$ cat config.mk
export PLATFORM = sky130hd
export DESIGN_NAME = ysyx_25020047_mem_arbiter
export DESIGN_NICKNAME = d
export VERILOG_FILES = /design/src/rtl/ysyx_25020047_mem_arbiter.sv
export SDC_FILE = /design/constraint.sdc
export NUM_CORES = 1
export LEC_CHECK = 0
export BUFFER_PORTS_ARGS = -buffer_cell sky130_fd_sc_hd__clkbuf_2
export CAP_MARGIN = 40
export CELL_PAD_IN_SITES_DETAIL_PLACEMENT = 0
export CELL_PAD_IN_SITES_GLOBAL_PLACEMENT = 1
export CORE_MARGIN = 8
export CORE_UTILIZATION = 30
export DETAILED_ROUTE_END_ITERATION = 16
export GPL_TIMING_DRIVEN = 0
export PLACE_DENSITY = 0.84
export REMOVE_ABC_BUFFERS = 1
export SYNTH_ARGS = -nofsm -noshare
export SYNTH_HDL_FRONTEND = slang
export SYNTH_SLANG_ARGS = --single-unit
$ cat constraint.sdc
create_clock -name clk -period 2 [get_ports clk]
set_clock_uncertainty 0.15 [all_clocks]
set_input_delay 0.2 -clock clk [delete_from_list [all_inputs] [get_ports clk]]
set_output_delay 0.2 -clock clk [all_outputs]
set_load 0.02 [all_outputs]
$ cat src/rtl/ysyx_25020047_mem_arbiter.sv
`default_nettype none
// ============================================================================
// Module   : ysyx_25020047_mem_arbiter
// Brief    : Shares one memory port between IFU and LSU, one outstanding txn.
// Revision : 1.0 - initial release
// ============================================================================
module ysyx_25020047_mem_arbiter #(
    parameter int ADDR_W  = 32,
    parameter int DATA_W  = 32,
    parameter int TIMEOUT = 255
) (
    input  logic                clk,
    input  logic                rst_n,
    input  logic                i_ifu_req_valid,
    output logic                o_ifu_req_ready,
    input  logic [ADDR_W-1:0]   i_ifu_addr,
    output logic                o_ifu_rsp_valid,
    output logic [DATA_W-1:0]   o_ifu_rdata,
    output logic                o_ifu_rsp_err,
    input  logic                i_lsu_req_valid,
    output logic                o_lsu_req_ready,
    input  logic [ADDR_W-1:0]   i_lsu_addr,
    input  logic                i_lsu_wen,
    input  logic [DATA_W-1:0]   i_lsu_wdata,
    input  logic [DATA_W/8-1:0] i_lsu_wmask,
    output logic                o_lsu_rsp_valid,
    output logic [DATA_W-1:0]   o_lsu_rdata,
    output logic                o_lsu_rsp_err,
    output logic                o_mem_req_valid,
    input  logic                i_mem_req_ready,
    output logic [ADDR_W-1:0]   o_mem_addr,
    output logic                o_mem_wen,
    output logic [DATA_W-1:0]   o_mem_wdata,
    output logic [DATA_W/8-1:0] o_mem_wmask,
    input  logic                i_mem_rsp_valid,
    input  logic [DATA_W-1:0]   i_mem_rdata,
    input  logic                i_mem_rsp_err,
    output logic                o_busy,
    output logic                o_owner
);

    localparam int c_MASK_W = DATA_W / 8;

    typedef enum logic [1:0] {
        S_IDLE = 2'd0,
        S_REQ  = 2'd1,
        S_WAIT = 2'd2,
        S_RESP = 2'd3
    } state_t;

    state_t                r_state;
    state_t                w_state_nxt;
    logic                  r_owner;
    logic [ADDR_W-1:0]     r_addr;
    logic                  r_wen;
    logic [DATA_W-1:0]     r_wdata;
    logic [c_MASK_W-1:0]   r_wmask;
    logic [DATA_W-1:0]     r_ifu_rdata;
    logic                  r_ifu_err;
    logic [DATA_W-1:0]     r_lsu_rdata;
    logic                  r_lsu_err;

    logic                  w_idle;
    logic                  w_grant_lsu;
    logic                  w_grant_ifu;
    logic                  w_accept;
    logic                  w_active;
    logic                  w_complete;
    logic                  w_timeout;

    // r_owner doubles as the last grant: on a tie the other requester wins.
    assign w_idle      = (r_state == S_IDLE);
    assign w_grant_lsu = i_lsu_req_valid && (!i_ifu_req_valid || !r_owner);
    assign w_grant_ifu = i_ifu_req_valid && !w_grant_lsu;
    assign w_accept    = w_idle && (w_grant_lsu || w_grant_ifu);
    assign w_active    = (r_state == S_REQ) || (r_state == S_WAIT);
    assign w_complete  = (r_state == S_WAIT) && i_mem_rsp_valid;

    generate
        if (TIMEOUT > 0) begin : g_timeout
            localparam int c_CNT_W = $clog2(TIMEOUT + 1);
            logic [c_CNT_W-1:0] r_cnt;

            always_ff @(posedge clk) begin
                if (!rst_n) begin
                    r_cnt <= '0;
                end else if (w_accept) begin
                    r_cnt <= '0;
                end else if (w_active) begin
                    r_cnt <= r_cnt + 1'b1;
                end
            end

            assign w_timeout = w_active && (r_cnt == c_CNT_W'(TIMEOUT));
        end else begin : g_no_timeout
            assign w_timeout = 1'b0;
        end
    endgenerate

    always_ff @(posedge clk) begin
        if (!rst_n) begin
            r_state <= S_IDLE;
        end else begin
            r_state <= w_state_nxt;
        end
    end

    // A real response landing on the timeout cycle takes priority over abort.
    always_comb begin
        w_state_nxt = r_state;
        case (r_state)
            S_IDLE: if (w_accept) w_state_nxt = S_REQ;
            S_REQ: begin
                if (w_timeout) begin
                    w_state_nxt = S_RESP;
                end else if (i_mem_req_ready) begin
                    w_state_nxt = S_WAIT;
                end
            end
            S_WAIT: if (i_mem_rsp_valid || w_timeout) w_state_nxt = S_RESP;
            S_RESP: w_state_nxt = S_IDLE;
            default: w_state_nxt = S_IDLE;
        endcase
    end

    always_ff @(posedge clk) begin
        if (!rst_n) begin
            r_owner     <= 1'b0;
            r_addr      <= '0;
            r_wen       <= 1'b0;
            r_wdata     <= '0;
            r_wmask     <= '0;
            r_ifu_rdata <= '0;
            r_ifu_err   <= 1'b0;
            r_lsu_rdata <= '0;
            r_lsu_err   <= 1'b0;
        end else begin
            if (w_accept) begin
                r_owner <= w_grant_lsu;
                r_addr  <= w_grant_lsu ? i_lsu_addr : i_ifu_addr;
                r_wen   <= w_grant_lsu && i_lsu_wen;
                r_wdata <= w_grant_lsu ? i_lsu_wdata : '0;
                r_wmask <= (w_grant_lsu && i_lsu_wen) ? i_lsu_wmask : '0;
            end
            if (w_complete) begin
                if (r_owner) begin
                    r_lsu_rdata <= i_mem_rdata;
                    r_lsu_err   <= i_mem_rsp_err;
                end else begin
                    r_ifu_rdata <= i_mem_rdata;
                    r_ifu_err   <= i_mem_rsp_err;
                end
            end else if (w_timeout) begin
                if (r_owner) begin
                    r_lsu_rdata <= '0;
                    r_lsu_err   <= 1'b1;
                end else begin
                    r_ifu_rdata <= '0;
                    r_ifu_err   <= 1'b1;
                end
            end
        end
    end

    assign o_ifu_req_ready = w_idle && w_grant_ifu;
    assign o_lsu_req_ready = w_idle && w_grant_lsu;
    assign o_ifu_rsp_valid = (r_state == S_RESP) && !r_owner;
    assign o_lsu_rsp_valid = (r_state == S_RESP) && r_owner;
    assign o_ifu_rdata     = r_ifu_rdata;
    assign o_ifu_rsp_err   = r_ifu_err;
    assign o_lsu_rdata     = r_lsu_rdata;
    assign o_lsu_rsp_err   = r_lsu_err;
    assign o_mem_req_valid = (r_state == S_REQ);
    assign o_mem_addr      = r_addr;
    assign o_mem_wen       = r_wen;
    assign o_mem_wdata     = r_wdata;
    assign o_mem_wmask     = r_wmask;
    assign o_busy          = !w_idle;
    assign o_owner         = r_owner;

endmodule
`default_nettype wire

==> impl_metrics.tcl, run 1 <==
set metrics [dict create \
    hold_start "i_lsu_addr[26]" \
    cts_made_buffers 17 \
    cp-end-kind "flip-flop" \
    gp_congestion 0.7115 \
    r2r_slack_ps 60 \
    syn_inst 456 \
    relSlewSlack_pct 69.95 \
    via_per_inst 4.765 \
    fin_ws_ps 62.30 \
    path_max_fanout 7 \
    slew_viol_final 0 \
    fp.coreArea_mm2 0.01730 \
    clk_pin_slew_ps 60 \
    first_pass_iters 5 \
    hold_depth 3 \
    critPathKind "reg2reg" \
    clock_path_buffers 2 \
    cts_tree "built" \
    area_delta_synth_final_pct 72.21 \
    grt_max_degree 41 \
    clk_latency_ps 410 \
    root_buffer "clkbuf_16" \
    intPower_uw 6415 \
    ys_types 42 \
    num_rows 48 \
    dp_slack_ps -595.1 \
    fin_cells 1120 \
    wire_per_inst_um 17.32 \
    top_level_ports 282 \
    seq_area_frac_synth_pct 55.25 \
    top_usage_layer "met2" \
    max_clock_freq_mhz 516.1 \
    met1_usage_pct 18.55 \
    yosysMostFrequentCell "dfxtp_1" \
    crit_arrival_ps 2090 \
    grt_pass1_vias 5677 \
    critPathLaunchType "flip-flop" \
    synth_largest_area_cell "dfxtp_1" \
    finalHoldViolations 0 \
    drt_wl_total_um 19390 \
    power_leakage_uw 0.004311 \
    fin_tns_setup_ps 0 \
    vdd_drop_max_uv 592.5 \
    grt-ovfl-total 0 \
    n_fill_cell 1520 \
    holdPathEnd "o_mem_addr[26]" \
    dp.cells 934 \
    post-route-min-period_ps 1938 \
    p_sw_uw 3426 \
    multi_input_area_mm2 0.002156 \
    ant_nets 0 \
    synth_commonest_cells "146 x dfxtp_1, 97 x a22o_1, 41 x nor2_1" \
    antenna_found_initial 0 \
    fin_nets 1027 \
    use_met2_pct 28.36 \
    swShare_pct 34.81 \
    start_util_pct 30.58 \
    pwr-share-seq_pct 38.4 \
    grt_pass1_wl_um 29930 \
    synth_edf_count 0 \
    syn_area_mm2 0.005290 \
    syn_avg_cell_area_um2 11.60 \
    synth.area.top_cells "dfxtp_1 55%, a22o_1 16%, mux2i_1 6.4%, a211oi_1 4.5%, nor2_1 2.9%" \
    drt_iter0_markers 200 \
    synth_top_area_share_pct 55.25 \
    fp.dieArea_mm2 0.02214 \
    track_usage_pct 16.85 \
    die_w_um 148.8 \
    seq_area_mm2 0.002932 \
    die_h_um 148.8 \
    finalCritPeriodShare_pct 96.89 \
    r2r_end "o_ifu_rdata[3]" \
    hp-class "in2reg" \
    drive_above_1_share_pct 41.34 \
    ys.flop_type "dfxtp_1" \
    share_comb_of_total_power_pct 30.3 \
    outcome "completed" \
    clock_power_share_pct 31.3 \
    worst_pin_slew_ps 449.6 \
    dp_hpwl_um 12330 \
    synthArstFlopShare_pct 0 \
    required_ps 2150 \
    drc 0 \
    ys_ff_latch 146 \
    clock-sinks 146 \
    rr_worst_depth 8 \
    grtUsageMet3_pct 6.523 \
    r2r_start "r_state[0]" \
    maxCapViolCount 0 \
    powerDensity_mw_per_mm2 1080 \
    h-tree-depth 4 \
    yosys_warnings 0 \
    vias 5337 \
    port_buffers 281 \
    setup_viol 0 \
    n_antenna_cell 0 \
]
==> sequential cells by signal, summed over array words and instances (netlist names) <==
register	count
o_owner	1
o_mem_wmask	4
o_mem_wen	1
o_ifu_rsp_err	1
o_ifu_rdata	32
o_mem_addr	32
o_lsu_rdata	32
r_state	2
o_mem_wdata	32
g_timeout.r_cnt	8
o_lsu_rsp_err	1
==> worst max-delay path: stages, from the launching register on <==
cell and delay, ps:
dfxtp_4 390, inv_4 50, ha_4 280, nand4_4 90, o21ai_4 190, buf_6 130, a21oi_4 110, clkbuf_16 200
a22o_1 230
==> repair_timing <==
action / in CTS / in global routing
gates resized for setup: 14 / 6
hold endpoints to repair: 132 / 2
setup endpoints to repair: 130 / 59
cloned: 4 / 3
buffers inserted: 13 / 4
pin swaps: 7 / 4
hold buffers: 125 / 4
==> metal layers <==
layer  routed length, um  share of wire (%)
met3                1699                8.8
met1                7708                 40
met4                 654                3.4
met5                   0                  0
met2                9330                 48
==> metrics by stage <==
step	cell area, um2	power [uW]	util [%]	hold slack, ps
after floorplan	5020	5311	-	175.7
after global placement	6708	6231	38.78	266.2
after detailed placement	6884	6392	39.80	271.7
after CTS	8935	9845	51.66	0.2853
after global routing	9110	10320	52.67	17.71
final	9110	9841	52.67	10.61
==> worst max path at each step <==
stage | slack [ps] | to | from | depth (start not counted)
floorplan | -2160 | o_mem_wmask[0] | o_owner | 3
global placement | -3220 | o_mem_wdata[21] | o_owner | 3
detailed placement | -600 | o_mem_wdata[5] | r_state[0] | 6
CTS | -10 | o_ifu_rdata[0] | r_state[0] | 8
global route | -8 | o_ifu_rdata[3] | r_state[0] | 8
finish | 60 | o_ifu_rdata[3] | r_state[0] | 8
==> power by group through the flow <==
stage	registers, uW	logic [uW]	clock network [uW]
4_1_cts	3760	2930	3150
2_1_floorplan	4430	881	0
6_report	3780	2980	3080
3_3_place_gp	3760	2470	0
3_5_place_dp	3810	2580	0
5_1_grt	3840	3180	3300
==> area by class of cell <==
class / instances / share of cell area [%]
timing repair buffer: 442 / 34.45
inverter: 7 / 0.3159
clock inverter: 15 / 1.634
sequential: 146 / 32.18
tap: 225 / 3.090
multi-input combinational: 268 / 23.66
clock buffer: 17 / 4.670
==> cell usage in the layout (no fill, tap or decap), drive strengths merged, types with 4 or more instances in the layout <==
cell type    count
clkbuf         300
dfxtp          146
dlygate4sd3    129
a22o            99
nor2            43
mux2i           34
a211oi          32
buf             30
inv             13
nand2            8
a21oi            7
ha               5
clkinv           5
a32o             4
xor2             4
nor3             4
==> cell families (layout without fill, tap and decap cells) <==
group | Yosys count | count (layout) | share of synthesized area, %
compound gates | 151 | 152 | 24.22
xor+xnor | 6 | 6 | 0.9934
fa+ha+maj | 5 | 5 | 1.183
buf+inv | 44 | 481 | 5.605
flops | 146 | 146 | 55.25
mux | 34 | 34 | 6.433
simple gates | 70 | 71 | 6.315
No activity file was read; power rests on OpenSTA's default activity.
==> inputs of run 2 (changes only) <==
--- a/config.mk
+++ b/config.mk
@@ -10,10 +10,10 @@
 export CELL_PAD_IN_SITES_DETAIL_PLACEMENT = 0
 export CELL_PAD_IN_SITES_GLOBAL_PLACEMENT = 1
 export CORE_MARGIN = 8
-export CORE_UTILIZATION = 30
+export CORE_UTILIZATION = 33
 export DETAILED_ROUTE_END_ITERATION = 16
 export GPL_TIMING_DRIVEN = 0
-export PLACE_DENSITY = 0.84
+export PLACE_DENSITY = 0.87
 export REMOVE_ABC_BUFFERS = 1
 export SYNTH_ARGS = -nofsm -noshare
 export SYNTH_HDL_FRONTEND = slang
==> constraint.sdc (replaced) <==
create_clock -name clk -period 1.8 [get_ports clk]
set_clock_uncertainty 0.15 [all_clocks]
set_input_delay 0.18 -clock clk [delete_from_list [all_inputs] [get_ports clk]]
set_output_delay 0.18 -clock clk [all_outputs]
set_load 0.02 [all_outputs]
==> run 2 against run 1 <==
Against the previous run:
- the flow now finishes with violations (negative hold slack, negative setup slack)
- count of clock-buffer cells in the layout grew 1
- utilization is 6.0 points higher
- hold slack got worse by 12 ps
- critical path type unchanged
==> impl_metrics.tcl, run 2 (synthesis gave the netlist of run 1 again) <==
set metrics [dict create \
    outcome "complete, but fails checks" \
    failed_checks "negative hold slack, negative setup slack" \
    post-route-min-period_ps 1925 \
    swShare_pct 34.62 \
    drc 0 \
    critPathKind "reg2reg" \
    track_usage_pct 18.92 \
    critPathLaunchType "flip-flop" \
    wire_per_inst_um 17.76 \
    vdd_drop_max_uv 644.6 \
    fp.dieArea_mm2 0.02034 \
    dp_hpwl_um 12150 \
    fin_ws_ps -124.8 \
    port_buffers 281 \
    finalPower_uw 11160 \
    cp-startpoint "r_state[0]" \
    clk_pin_slew_ps 60 \
    finalCritPeriodShare_pct 106.9 \
    cts_made_buffers 17 \
    h-tree-depth 4 \
    cts_tree "built" \
    clock_path_buffers 2 \
    worst_pin_slew_ps 907.4 \
    die_h_um 142.6 \
    max_clock_freq_mhz 519.5 \
    cp-end-kind "flip-flop" \
    grt_pass1_wl_um 30470 \
    powerDensity_mw_per_mm2 1205 \
    root_buffer "clkbuf_16" \
    die_w_um 142.6 \
    intPower_uw 7296 \
    num_rows 46 \
    required_ps 1960 \
    ant_nets 0 \
    final_cell_mix "279 x clkbuf_2, 143 x dfxtp_1, 130 x dlygate4sd3_1, 97 x a22o_1, 41 x nor2_1" \
    rsz0062_at_grt "yes" \
    share_comb_of_total_power_pct 31.7 \
    start_util_pct 33.54 \
    finalHoldViolations 1 \
    clock_power_share_pct 30.7 \
    hp-class "in2reg" \
    via_per_inst 4.841 \
    area_delta_synth_final_pct 75.00 \
    first_pass_iters 4 \
    grt_max_degree 41 \
    slew_viol_final 0 \
    drt_iter0_markers 175 \
    vias 5417 \
    crit_arrival_ps 2080 \
    maxCapViolCount 0 \
    pwr-share-seq_pct 37.6 \
    clock-sinks 146 \
    fin_nets 1032 \
    gp_congestion 0.8083 \
    p_sw_uw 3864 \
    hold_start "i_lsu_addr[2]" \
    antenna_found_initial 2 \
    top_level_ports 282 \
    hold_slack_ps -1.808 \
    relSlewSlack_pct 39.42 \
    clk_latency_ps 410 \
    drive_above_1_share_pct 41.67 \
    layout_commonest_cell "clkbuf_2" \
    power_leakage_uw 0.004383 \
    fp.coreArea_mm2 0.01577 \
    r2r_start "r_state[0]" \
    setup_viol 65 \
    grt-ovfl-total 0 \
    drt_wl_total_um 19880 \
    n_fill_cell 1308 \
    path_max_fanout 8 \
    grt_pass1_vias 5748 \
]
## run 2: cell types whose count changed in the layout (fill, tap and decap cells not counted), moves of 2 or more
cell	delta
diode_2	+3
buf_12	+2
buf_8	-2
a22o_4	+2
clkbuf_2	-2
inv_6	+3
a22o_2	-2
buf_16	+3
## run 2: repair_timing
item | CTS | global route
pin swaps | 36 | 2
setup endpoints to repair | 148 | 108
buffers inserted | 14 | 6
hold buffers | 130 | 0
cloned | 7 | 2
gates resized for setup | 23 | 7
endpoints found under the hold margin | 135 | 0
## run 2: power groups by stage
stage | clock, uW | sequential, uW | combinational, uW
finish | 3430 | 4190 | 3540
global route | 3640 | 4260 | 3760
CTS | 3500 | 4180 | 3420
detailed placement | 0 | 4240 | 2870
global placement | 0 | 4170 | 3290
floorplan | 0 | 4920 | 979
## run 2: metrics by stage
step | instances | setup TNS, ps | area, um2 | util (%) | worst slack, ps
CTS | 1108 | -4376 | 9135 | 57.93 | -110.8
global route | 1118 | -10440 | 9255 | 58.69 | -194.9
detailed placement | 925 | -68690 | 6894 | 43.72 | -796.2
finish | 1119 | -5686 | 9258 | 58.70 | -124.8
floorplan | 419 | -201430 | 5020 | - | -2359
global placement | 916 | -338880 | 6696 | 42.46 | -3400
## run 2: area by class of cell
type,count,area (um2),share of cell area [%]
inverters,7,28.78,0.3109
well taps,216,270.3,2.919
clock buffers,18,429.2,4.636
multi-input cells,268,2175,23.49
clock inverters,14,142.6,1.541
diodes,3,7.507,0.08109
flip-flops and latches,146,2929,31.64
repair buffers,447,3276,35.38
## run 2: worst max-delay path, cell delays in order, from the launching register on
cell,delay [ps]
dfxtp_4,360
inv_4,40
ha_4,280
nand4_4,90
o21ai_4,160
buf_6,120
a21oi_4,50
buf_12,190
buf_12,140
a22o_4,230
## run 2: worst paths after layout
check	to	slack, ps	cells past startpoint
setup / recovery	o_ifu_rdata[0]	-120	9
hold / removal	o_mem_addr[2]	-2	3
setup reg to reg	o_ifu_rdata[0]	-120	9
hold reg to reg	o_mem_wmask[0]	320	1
## run 2: per-layer routing
| layer | vias to the layer above | part of all wire [%] | GRT usage, % |
|---|---|---|---|
| met5 | - | 0 | 0 |
| met4 | 0 | 3.7 | 9.564 |
| met3 | 56 | 8.3 | 7.012 |
| met2 | 228 | 49 | 32.44 |
| met1 | 2552 | 39 | 20.07 |
| li1 | 2581 | - | - |
